**config.mk**
```make
export PLATFORM = sky130hd
export DESIGN_NAME = add_test_sequencer
export DESIGN_NICKNAME = d
export VERILOG_FILES = /design/src/rtl/add_test_sequencer.sv
export SDC_FILE = /design/constraint.sdc
export NUM_CORES = 1
export LEC_CHECK = 0
export CORE_ASPECT_RATIO = 0.7
export CORE_MARGIN = 2
export CORE_UTILIZATION = 40
export DETAILED_ROUTE_END_ITERATION = 7
export SYNTH_ARGS = -nofsm -noshare
export SYNTH_HDL_FRONTEND = slang
export SYNTH_SLANG_ARGS = --single-unit
```
**constraint.sdc**
```tcl
create_clock -name pll_clock -period 5.62 [get_ports pll_clock]
set_clock_uncertainty 0.15 [all_clocks]
set_input_delay 1.686 -clock pll_clock [delete_from_list [all_inputs] [get_ports pll_clock]]
set_output_delay 1.686 -clock pll_clock [all_outputs]
set_load 0.01 [all_outputs]
```
**src/rtl/add_test_sequencer.sv**
```systemverilog
// Purpose: register-driven sequencer. It issues COUNT operand-RAM reads from
//          START_ADDR and replays each one as a result-RAM write after a fixed delay.
// Latency: the first r_en comes on the cycle after pll_lock is seen high. Each we/w_addr
//          follows its r_en/r_addr by exactly LATENCY cycles.
// Backpressure: none. Abort, a pll_lock drop or reset ends a run at once and
//               cancels the writes still in flight.
// Ports:
//   pll_clock, resetn        sole clock; asynchronous active-low reset
//   read, write, address,    single-cycle register strobes. readdata is registered
//   writedata, readdata      and is valid one cycle after read.
//   pll_lock                 gates the start of issue; a drop during a run is an error
//   r_addr/r_en              registered operand read address and its valid
//   w_addr/we                delayed copy of r_addr/r_en, used as the result write
//   busy                     high whenever the sequencer is not idle
module add_test_sequencer #(
  parameter int ADDR_WIDTH = 11,
  parameter int LATENCY    = 8,
  parameter int ID         = 9
) (
  input  logic                  pll_clock,
  input  logic                  resetn,
  input  logic                  read,
  input  logic                  write,
  input  logic [2:0]            address,
  input  logic [31:0]           writedata,
  output logic [31:0]           readdata,
  input  logic                  pll_lock,
  output logic [ADDR_WIDTH-1:0] r_addr,
  output logic                  r_en,
  output logic [ADDR_WIDTH-1:0] w_addr,
  output logic                  we,
  output logic                  busy
);

  localparam int CW = ADDR_WIDTH + 1;
  // Selects every shift-line stage except the oldest. This mask is empty when LATENCY is 1.
  localparam logic [LATENCY-1:0] YOUNGER_MASK = {LATENCY{1'b1}} >> 1;

  typedef enum logic [1:0] {IDLE, WAIT_LOCK, ISSUE, DRAIN} state_t;

  state_t                                 state_q, state_d;
  logic [ADDR_WIDTH-1:0]                  start_addr_q, start_addr_d;
  logic [CW-1:0]                          count_q, count_d;
  logic [CW-1:0]                          issued_q, issued_d;
  logic [31:0]                            cycles_q, cycles_d;
  logic                                   done_q, done_d;
  logic                                   error_q, error_d;
  logic                                   r_en_q, r_en_d;
  logic [ADDR_WIDTH-1:0]                  r_addr_q, r_addr_d;
  logic [LATENCY-1:0]                     sh_vld_q, sh_vld_d;
  logic [LATENCY-1:0][ADDR_WIDTH-1:0]     sh_addr_q, sh_addr_d;
  logic [31:0]                            rdata_q, rdata_d;

  logic wr_ctrl, start_req, abort_req, last_we, kill;
  logic unused_wdata;

  assign unused_wdata = ^writedata[31:CW];

  assign wr_ctrl   = write && (address == 3'd0);
  assign abort_req = wr_ctrl && writedata[1];
  // When abort and start are written together, abort takes priority.
  assign start_req = wr_ctrl && writedata[0] && !writedata[1];

  // The run is contiguous. So the last write is the oldest stage, with no younger
  // stage and no new read still behind it.
  assign last_we = sh_vld_q[LATENCY-1] && ((sh_vld_q & YOUNGER_MASK) == '0) && !r_en_q;

  assign busy     = (state_q != IDLE);
  assign r_en     = r_en_q;
  assign r_addr   = r_addr_q;
  assign we       = sh_vld_q[LATENCY-1];
  assign w_addr   = sh_addr_q[LATENCY-1];
  assign readdata = rdata_q;

  always_comb begin
    state_d      = state_q;
    start_addr_d = start_addr_q;
    count_d      = count_q;
    issued_d     = issued_q;
    cycles_d     = cycles_q;
    done_d       = done_q;
    error_d      = error_q;
    r_en_d       = 1'b0;
    r_addr_d     = r_addr_q;
    kill         = 1'b0;

    sh_vld_d[0]  = r_en_q;
    sh_addr_d[0] = r_addr_q;
    for (int k = 1; k < LATENCY; k++) begin
      sh_vld_d[k]  = sh_vld_q[k-1];
      sh_addr_d[k] = sh_addr_q[k-1];
    end

    // The run configuration is frozen while a run is active.
    if (write && !busy) begin
      if (address == 3'd1) start_addr_d = writedata[ADDR_WIDTH-1:0];
      if (address == 3'd2) count_d      = writedata[CW-1:0];
    end

    case (state_q)
      IDLE: begin
        if (start_req) begin
          if (count_q == '0) begin
            done_d = 1'b1;
          end else begin
            done_d   = 1'b0;
            error_d  = 1'b0;
            cycles_d = '0;
            state_d  = WAIT_LOCK;
          end
        end
      end
      WAIT_LOCK: begin
        if (abort_req) begin
          kill = 1'b1;
        end else if (pll_lock) begin
          state_d  = ISSUE;
          r_en_d   = 1'b1;
          r_addr_d = start_addr_q;
          issued_d = CW'(1);
        end
      end
      ISSUE: begin
        cycles_d = (cycles_q == '1) ? cycles_q : cycles_q + 32'd1;
        if (abort_req || !pll_lock) begin
          kill = 1'b1;
        end else if (issued_q < count_q) begin
          r_en_d   = 1'b1;
          r_addr_d = r_addr_q + 1'b1;
          issued_d = issued_q + 1'b1;
        end else begin
          state_d = DRAIN;
        end
      end
      DRAIN: begin
        cycles_d = (cycles_q == '1) ? cycles_q : cycles_q + 32'd1;
        if (abort_req || !pll_lock) begin
          kill = 1'b1;
        end else if (last_we) begin
          state_d = IDLE;
          done_d  = 1'b1;
        end
      end
      default: state_d = IDLE;
    endcase

    // Ending a run early cancels every write still in the shift line.
    // A pll_lock drop is the only way to end a run early that also flags an error.
    if (kill) begin
      state_d  = IDLE;
      r_en_d   = 1'b0;
      sh_vld_d = '0;
      done_d   = 1'b0;
      if (!pll_lock && (state_q != WAIT_LOCK)) error_d = 1'b1;
    end

    rdata_d = '0;
    if (read) begin
      case (address)
        3'd0:    rdata_d[3:0]            = {error_q, pll_lock, done_q, busy};
        3'd1:    rdata_d[ADDR_WIDTH-1:0] = start_addr_q;
        3'd2:    rdata_d[CW-1:0]         = count_q;
        3'd3:    rdata_d                 = cycles_q;
        3'd4:    rdata_d                 = 32'(ID);
        default: rdata_d                 = '0;
      endcase
    end
  end

  always_ff @(posedge pll_clock or negedge resetn) begin
    if (!resetn) begin
      state_q      <= IDLE;
      start_addr_q <= '0;
      count_q      <= '0;
      issued_q     <= '0;
      cycles_q     <= '0;
      done_q       <= 1'b0;
      error_q      <= 1'b0;
      r_en_q       <= 1'b0;
      r_addr_q     <= '0;
      sh_vld_q     <= '0;
      sh_addr_q    <= '0;
      rdata_q      <= '0;
    end else begin
      state_q      <= state_d;
      start_addr_q <= start_addr_d;
      count_q      <= count_d;
      issued_q     <= issued_d;
      cycles_q     <= cycles_d;
      done_q       <= done_d;
      error_q      <= error_d;
      r_en_q       <= r_en_d;
      r_addr_q     <= r_addr_d;
      sh_vld_q     <= sh_vld_d;
      sh_addr_q    <= sh_addr_d;
      rdata_q      <= rdata_d;
    end
  end

endmodule

```
# Yosys cells after proc, flatten, opt, wreduce, memory -nomap -nowiden

Cells that the tools add are included.

Input bits: 40
Register bits: 211

Mux-type cells: 50
$lt $le $gt $ge: 1
$add $sub $neg: 3
Reduce and logical (&&, ||, !) cells: 28
Equality and inequality tests: 24

Operators by type and width:

| kind                  | count |
|---|---|
| $mux 32               | 4 |
| $pmux 32 s2           | 1 |
| $mux 12               | 4 |
| $mux 11               | 4 |
| $add 32x1->32 const B | 1 |
| $eq 32x32->1 const B  | 1 |
| $ne 3x3->1 const B    | 8 |
| $pmux 12 s2           | 1 |
| $pmux 11 s2           | 1 |
| $pmux 7 s3            | 1 |
| $mux 20               | 1 |
| $pmux 4 s5            | 1 |
| $mux 2                | 9 |
| $mux 1                | 17 |
| $ne 2x2->1 const B    | 7 |
| $add 12x1->12 const B | 1 |
| $logic_not 12->1      | 1 |
| $lt 12x12->1          | 1 |
| $add 11x1->11 const B | 1 |
| $logic_and 1x1->1     | 8 |
| $logic_not 8->1       | 1 |
| $mux 8                | 1 |
| $pmux 1 s2            | 4 |
| $pmux 2 s4            | 1 |
| other kinds (17)      | 26 |

# Longest topological paths before layout

Gate-level depths: netlist of the first run.

Depth after elaboration: 8
Depth in mapped cells: 10

# Worst setup path before layout of the first run

No wires, ideal clock.

Path kind: input port to flip-flop
From: input address[0]
To: register cycles_q[10]
Setup slack: 2.094 ns
Required time: 5.375 ns
Library setup time: 0.095 ns
Arrival: 3.280 ns
Cell stages on the path: 9
Cells stage by stage: buf_6 nor4b_4 a21o_2 o211a_4 o31ai_4 or2_1 buf_2 buf_6 o31ai_1

Cells in the longest elaborated chain, start to end: 6

RTL lines:

| element                        | RTL line | source |
|---|---|---|
| from (decl)                    | 24       | `input logic [2:0] address,` |
| $logic_not 3->1                | 59       | `assign wr_ctrl = write && (address == 3'd0);` |
| $logic_and 1x1->1              | 59       |  |
| $logic_and 1x1->1 (2 in a row) | 62       | `assign start_req = wr_ctrl && writedata[0] && !writedata[1];` |
| $ne 2x2->1 (no line)           | -        |  |
| $reduce_and 4->1 (no line)     | -        |  |
| to (signal assigned)           | 189      | `cycles_q <= cycles_d;` |
| to (decl)                      | 45       | `logic [31:0] cycles_q, cycles_d;` |

Every way passes these cells.
A chain may end at the register's enable or synchronous reset.

# Worst setup path after layout of the first run

From: input address[2]
To: register cycles_q[13]

The elaborated chain is that of the path after synthesis.

==> qor.csv, run 1 <==
stage;metric;value;unit
power;p_per_area;491;mW/mm²
finish;post-route-util;0.487;
clocking;cts_root_buffer;clkbuf_16;
synth;synth.net_count;767;
run;cap_violations;0;
timing;rsz0062_at_grt;false;
grt;first_global_vias;5726;
setup_path;crit_type;in2reg;
synth;synth_top_family_by_area;simple AND/OR/NAND/NOR gates;
status;status;completed;
die;die_h;126;µm
setup_path;cp-start-kind;input port;
finish;stdcell_area;0.0102;mm²
synth;synth_cell_types;59;
grt;antenna_found_initial;0;
clocking;numClockSinks;211;
clocking;cts_tree;done;
clocking;cts_buffers;21;
timing;fmax;233;MHz
routing;via_count;5778;
finish;area_growth;18.8;%
min_path;hp-class;reg2reg;
die;rows;44;
timing;setup_viol;0;
placed_design;placed_cell_area;0.00948;mm²
routing;drtIter0Drc;484;
timing;fin_crit_sh;0.763;
clocking;holdBufCountCts;0;
finish;layout-drive-gt1-share;0.115;
placed_design;post-dp-hpwl;13.0;mm
synth;ys.flop_type;dfrtp_1;
timing;hold_viol;0;
die;num_io_pins;97;
synth;yosys_warnings;0;
grt;grt_remaining_overflow;0;
timing;tns;0;ns
synth;synth_edf_count;0;
clocking;clk_pin_slew;0.07;ns
routing;drc_errors;0;
synth;async_flop_share;1.00;
die;die_area;0.0226;mm²
synth;synthMuxAreaShare;0.0533;
synth;ys_seq_elements;211;
setup_path;path_max_fanout;32;
timing;tightest_slew;1.15;ns
die;core-area;0.0209;mm²
clocking;ctsLongestPathBuffers;3;
synth;yosys.area_share.adder;0.0278;
die;die_width;179;µm
routing;ant_nets;0;
grt;grt_usage;0.172;
synth;avgSynthCellArea;12.1;µm²
routing;viasPerCell;5.45;
placed_design;dp.cells;1025;
synth;synthCells;708;
synth;ys_top_cells_by_area;dfrtp_1, mux2_2, ha_1;
placed_design;gp_congestion;0.850;
finish;insertedDiodeCount;0;
clocking;cts_setup_buffers;0;
grt;grt_pass1_wl;30.6;mm
grt;grt_max_degree;123;
clocking;htree_levels;1;
synth;synth_compound_area_frac;0.126;
setup_path;cp.arrival;4.51;ns
power;max-vdd-ir-drop;0.000214;V
routing;wirelength;18.7;mm
clocking;cts_resized;0;
finish;fin_nets;831;
timing;maxSlewHeadroom;0.234;
routing;wl_per_cell;17.7;µm
clocking;clock_latency;0.50;ns
synth;yosysTopAreaCell;dfrtp_1;
power;p_leak;4.41;nW
placed_design;io_buffers;76;
timing;report.final.slew_viol_count;0;
synth;synth_top_area_frac;0.618;
routing;drt_first_pass_iters;5;
setup_path;worstSetupEndpointType;register;
setup_path;cp.required;5.85;ns
die;initial_core_util;0.410;
synth;ys_seq_area_frac;0.618;
finish;fin_cells;1060;
synth;synth-xor-area-share;0.00307;
synth;syn_area;0.00855;mm²
synth;yosys.area_share.simple;0.135;
timing;period_needed;4.29;ns
placed cells by master, fill, tap and decap left out, types with 6 or more instances in the layout:
master and instances:
o21ai_0 47, dfrtp_1 211, nor2_1 41, inv_1 22
nand2b_1 8, clkbuf_16 21, and2_1 28, mux2_2 32
nand3_1 21, a31oi_1 12, and4_1 6, o22ai_1 9
buf_4 8, o31ai_1 29, nor3_1 6, nand2_1 28
clkbuf_8 6, ha_1 19, a22oi_1 8, clkdlybuf4s50_1 75
and3_1 17, or3_1 6, nand4_1 19, nor2b_1 13
a21oi_1 27
sequential cells by signal, summed over array words and instances (netlist names), 8 cells and up:
name and count:
count_q 12, cycles_q 32, issued_q 12, r_addr 11, readdata 32, sh_addr_d 77
sh_vld_q 8, start_addr_q 11, w_addr 11
layer usage:
| metal | GRT usage | vias to the layer above | share of wire | wire length, µm |
|---|---|---|---|---|
| li1 | - | 2674 | - | - |
| met1 | 0.269 | 2904 | 0.50 | 9270 |
| met2 | 0.248 | 174 | 0.43 | 8060 |
| met3 | 0.0288 | 26 | 0.055 | 1020 |
| met4 | 0.0435 | 0 | 0.019 | 361 |
| met5 | 0 | - | 0 | 0 |
worst max-delay path, cell delays in order:
cell             delay [ns]
clkdlybuf4s50_1        0.56
nor4b_4                0.37
a21o_2                 0.23
o211a_4                0.24
o31ai_4                0.27
or2_1                  0.65
o41ai_1                0.48
where the power goes:
part	total (mW)	switching (mW)	leakage, nW	internal, mW
sequential	2.30	0.303	2.64	2.00
combinational	1.32	0.735	1.44	0.582
clock	1.36	0.564	0.325	0.797
total	4.98	1.60	4.41	3.38
Yosys cell counts, types with 19 or more instances:
cell type and instances:
a21oi_1 27, mux2_2 32, nand2_1 28, nand3_1 21
and2_1 28, inv_1 22, o21ai_0 47, ha_1 19
nand4_1 19, nor2_1 41, dfrtp_1 211, o31ai_1 29
final cells by class:
class                   instances  area [µm²]
fillers                      1830       10700
flip-flops and latches        211        5280
multi-input cells             432        2950
repair buffers                 84         825
clock buffers                  29         606
well taps                     276         345
inverters                      22        82.6
clock inverters                 6        63.8
stage by stage:
| step | hold WS, ns | setup slack, ns | total power [mW] |
|---|---|---|---|
| CTS | 0.196 | 1.40 | 5.03 |
| floorplan | 0.181 | 2.09 | 3.14 |
| global route | 0.202 | 1.17 | 5.29 |
| finish | 0.190 | 1.33 | 4.98 |
| detailed placement | 0.185 | 0.905 | 3.64 |
| global placement | 0.182 | 1.01 | 3.56 |
cells by family (layout without fill, tap and decap cells):
kind of cell,Yosys count,in the layout
AOI/OAI and AO/OA,161,161
xor gates and xnor gates,3,3
adders and majority gates,19,19
buffers and inverters,65,141
DFF,211,211
muxes,39,39
and+or+nand+nor,210,210
worst paths after layout:
kind                       cells after the start           from             to  slack (ns)
min                                            0  sh_addr_d[12]  sh_addr_d[23]        0.19
max in group asynchronous                      2         resetn  sh_addr_d[22]        3.07
max                                            7     address[2]   cycles_q[13]        1.33
min in group asynchronous                      1         resetn    sh_vld_q[2]        1.16
max reg2reg                                    6   cycles_q[24]   cycles_q[24]        1.91
min reg2reg                                    0  sh_addr_d[12]  sh_addr_d[23]        0.19
Note: power is estimated with default switching activity, not from simulation.
==> run 2: changes to the inputs <==
- clock period: 5.62 -> 4.1 ns (I/O delays scaled with it)
==> run 2 against run 1 <==
Global-route usage about the same; final cell count rose by 1.4%; die area unchanged; sequential cell count unchanged; setup slack worse by 0.83 ns; cell area is 2.6% higher; worst hold slack gained 0.0036 ns; clock-buffer cell count did not move; sequential power up 37%; via count up 1.7%; sequential share of layout area fell by 1.3 points; critical endpoint is now busy; largest power group unchanged.
==> qor.csv, run 2 (same netlist as run 1, synthesis figures left out) <==
stage;metric;value;unit
setup_path;path_max_fanout;7;
finish;fin_nets;842;
finish;layout-drive-gt1-share;0.131;
power;power;7.26;mW
finish;fill_cells;1795;
setup_path;crit_chain;inv_1 > ha_1 > inv_1 > clkdlybuf4s50_1;
timing;period_needed;3.59;ns
finish;final_common_cell;dfrtp_1;
timing;maxSlewHeadroom;0.481;
placed_design;io_buffers;76;
routing;ant_nets;0;
timing;fin_crit_sh;0.876;
clocking;htree_levels;1;
setup_path;cp.required;2.72;ns
timing;fmax;278;MHz
grt;grt_pass1_wl;30.6;mm
setup_path;max_stage_delay;0.55;ns
finish;largest_register_ffs;77;
routing;via_count;5879;
die;die_area;0.0226;mm²
grt;grt_usage;0.172;
clocking;ctsLongestPathBuffers;3;
placed_design;gp_congestion;0.851;
routing;wirelength;18.8;mm
timing;report.final.slew_viol_count;0;
placed_design;placed_cell_area;0.00958;mm²
finish;area_growth;21.9;%
clocking;cts_root_buffer;clkbuf_16;
run;cap_violations;0;
die;initial_core_util;0.410;
status;status;completed;
setup_path;worstSetupEndpointType;output port;
setup_path;cp_common_cell;inv_1;
timing;setup_viol;0;
power;p_per_area;697;mW/mm²
setup_path;cp.arrival;2.21;ns
timing;tightest_slew;0.773;ns
finish;insertedDiodeCount;0;
clocking;clk_pin_slew;0.06;ns
min_path;hp-class;reg2reg;
placed_design;post-dp-hpwl;13.1;mm
routing;viasPerCell;5.47;
routing;met3_length;1.07;mm
clocking;clock_latency;0.51;ns
grt;grt_remaining_overflow;0;
setup_path;crit_type;reg2out;
die;die_h;126;µm
timing;hold_viol;0;
clocking;numClockSinks;211;
finish;stdcell_area;0.0104;mm²
clocking;cts_setup_buffers;0;
setup_path;cp.buffers_inverters;3;
routing;wl_met1;9.01;mm
routing;wl_per_cell;17.5;µm
grt;antenna_found_initial;0;
routing;top_layer;met4;
die;rows;44;
placed_design;dp.cells;1035;
clocking;cts_tree;done;
routing;wl_met2;8.26;mm
routing;drtIter0Drc;482;
timing;tns;0;ns
grt;grt_max_degree;83;
setup_path;crit_family;buffers and inverters;
die;core-area;0.0209;mm²
clocking;cts_resized;0;
routing;drt_first_pass_iters;5;
setup_path;crit_slowest_cell;clkdlybuf4s50_1;
die;num_io_pins;97;
die;die_width;179;µm
finish;fin_cells;1075;
power;max-vdd-ir-drop;0.000337;V
power;p_leak;4.55;nW
setup_path;cp-start-kind;register;
routing;drc_errors;0;
clocking;holdBufCountCts;0;
timing;rsz0062_at_grt;false;
clocking;cts_buffers;22;
grt;first_global_vias;5850;
finish;final_cell_mix;dfrtp_1, clkdlybuf4s50_1, o21ai_0;
## run 2: cell types whose count changed in the layout (fill, tap and decap cells not counted), sizes merged
cell | previous run | this run
buf | 8 | 18
bufinv | 1 | 6
clkinv | 2 | 5
clkinvlp | 2 | 0
inv | 23 | 22
## run 2: path summary, 6_finish.rpt
path / start / slack, ns / depth (start not counted) / end
setup / recovery: state_q[1] / 0.51 / 4 / busy
min in group asynchronous: resetn / 0.58 / 1 / sh_vld_q[7]
setup reg to reg: state_q[1] / 1.16 / 9 / cycles_q[22]
max in group asynchronous: resetn / 2.30 / 2 / sh_addr_d[81]
hold / removal: sh_addr_d[22] / 0.19 / 0 / sh_addr_d[33]
hold reg to reg: sh_addr_d[22] / 0.19 / 0 / sh_addr_d[33]
## run 2: power by group
part | leakage, nW | total [mW] | internal (mW) | switching (mW)
sequential | 2.64 | 3.16 | 2.74 | 0.416
clock | 0.411 | 2.24 | 1.44 | 0.802
combinational | 1.50 | 1.86 | 0.839 | 1.02
## run 2: area by class of cell
class | count | area, µm² | share of cell area
timing repair buffer | 94 | 925 | 0.0888
clock inverter | 11 | 216 | 0.0208
tap | 276 | 345 | 0.0332
multi-input combinational | 432 | 2950 | 0.283
sequential | 211 | 5280 | 0.507
clock buffer | 29 | 617 | 0.0592
inverter | 22 | 82.6 | 0.00793
## run 2: worst reg2reg max path: cells and delay by family, from the launching register on
| kind | cells | cell delay, ns |
|---|---|---|
| flops | 1 | 0.53 |
| fa+ha+maj | 1 | 0.31 |
| compound gates | 2 | 0.38 |
| simple gates | 4 | 1.02 |
| buf+inv | 2 | 0.40 |
## run 2: metal layers
layer	track usage	vias to the layer above
li1	-	2708
met1	0.262	2931
met2	0.249	199
met3	0.0303	41
met4	0.0536	0
met5	0	-
## run 2: stage by stage
| step | hold WS [ns] | utilization | setup slack (ns) |
|---|---|---|---|
| after floorplan | 0.181 | - | 1.03 |
| after global placement | 0.181 | 0.459 | 0.382 |
| after detailed placement | 0.185 | 0.459 | 0.260 |
| after CTS | 0.190 | 0.499 | 0.533 |
| after global routing | 0.200 | 0.499 | 0.442 |
| final | 0.194 | 0.499 | 0.509 |
==> run 3: changes to the inputs <==
- SKIP_CTS_REPAIR_TIMING: not set -> 1
==> results of run 3 <==
Final layout, timing and power as in run 2 (identical DEF).
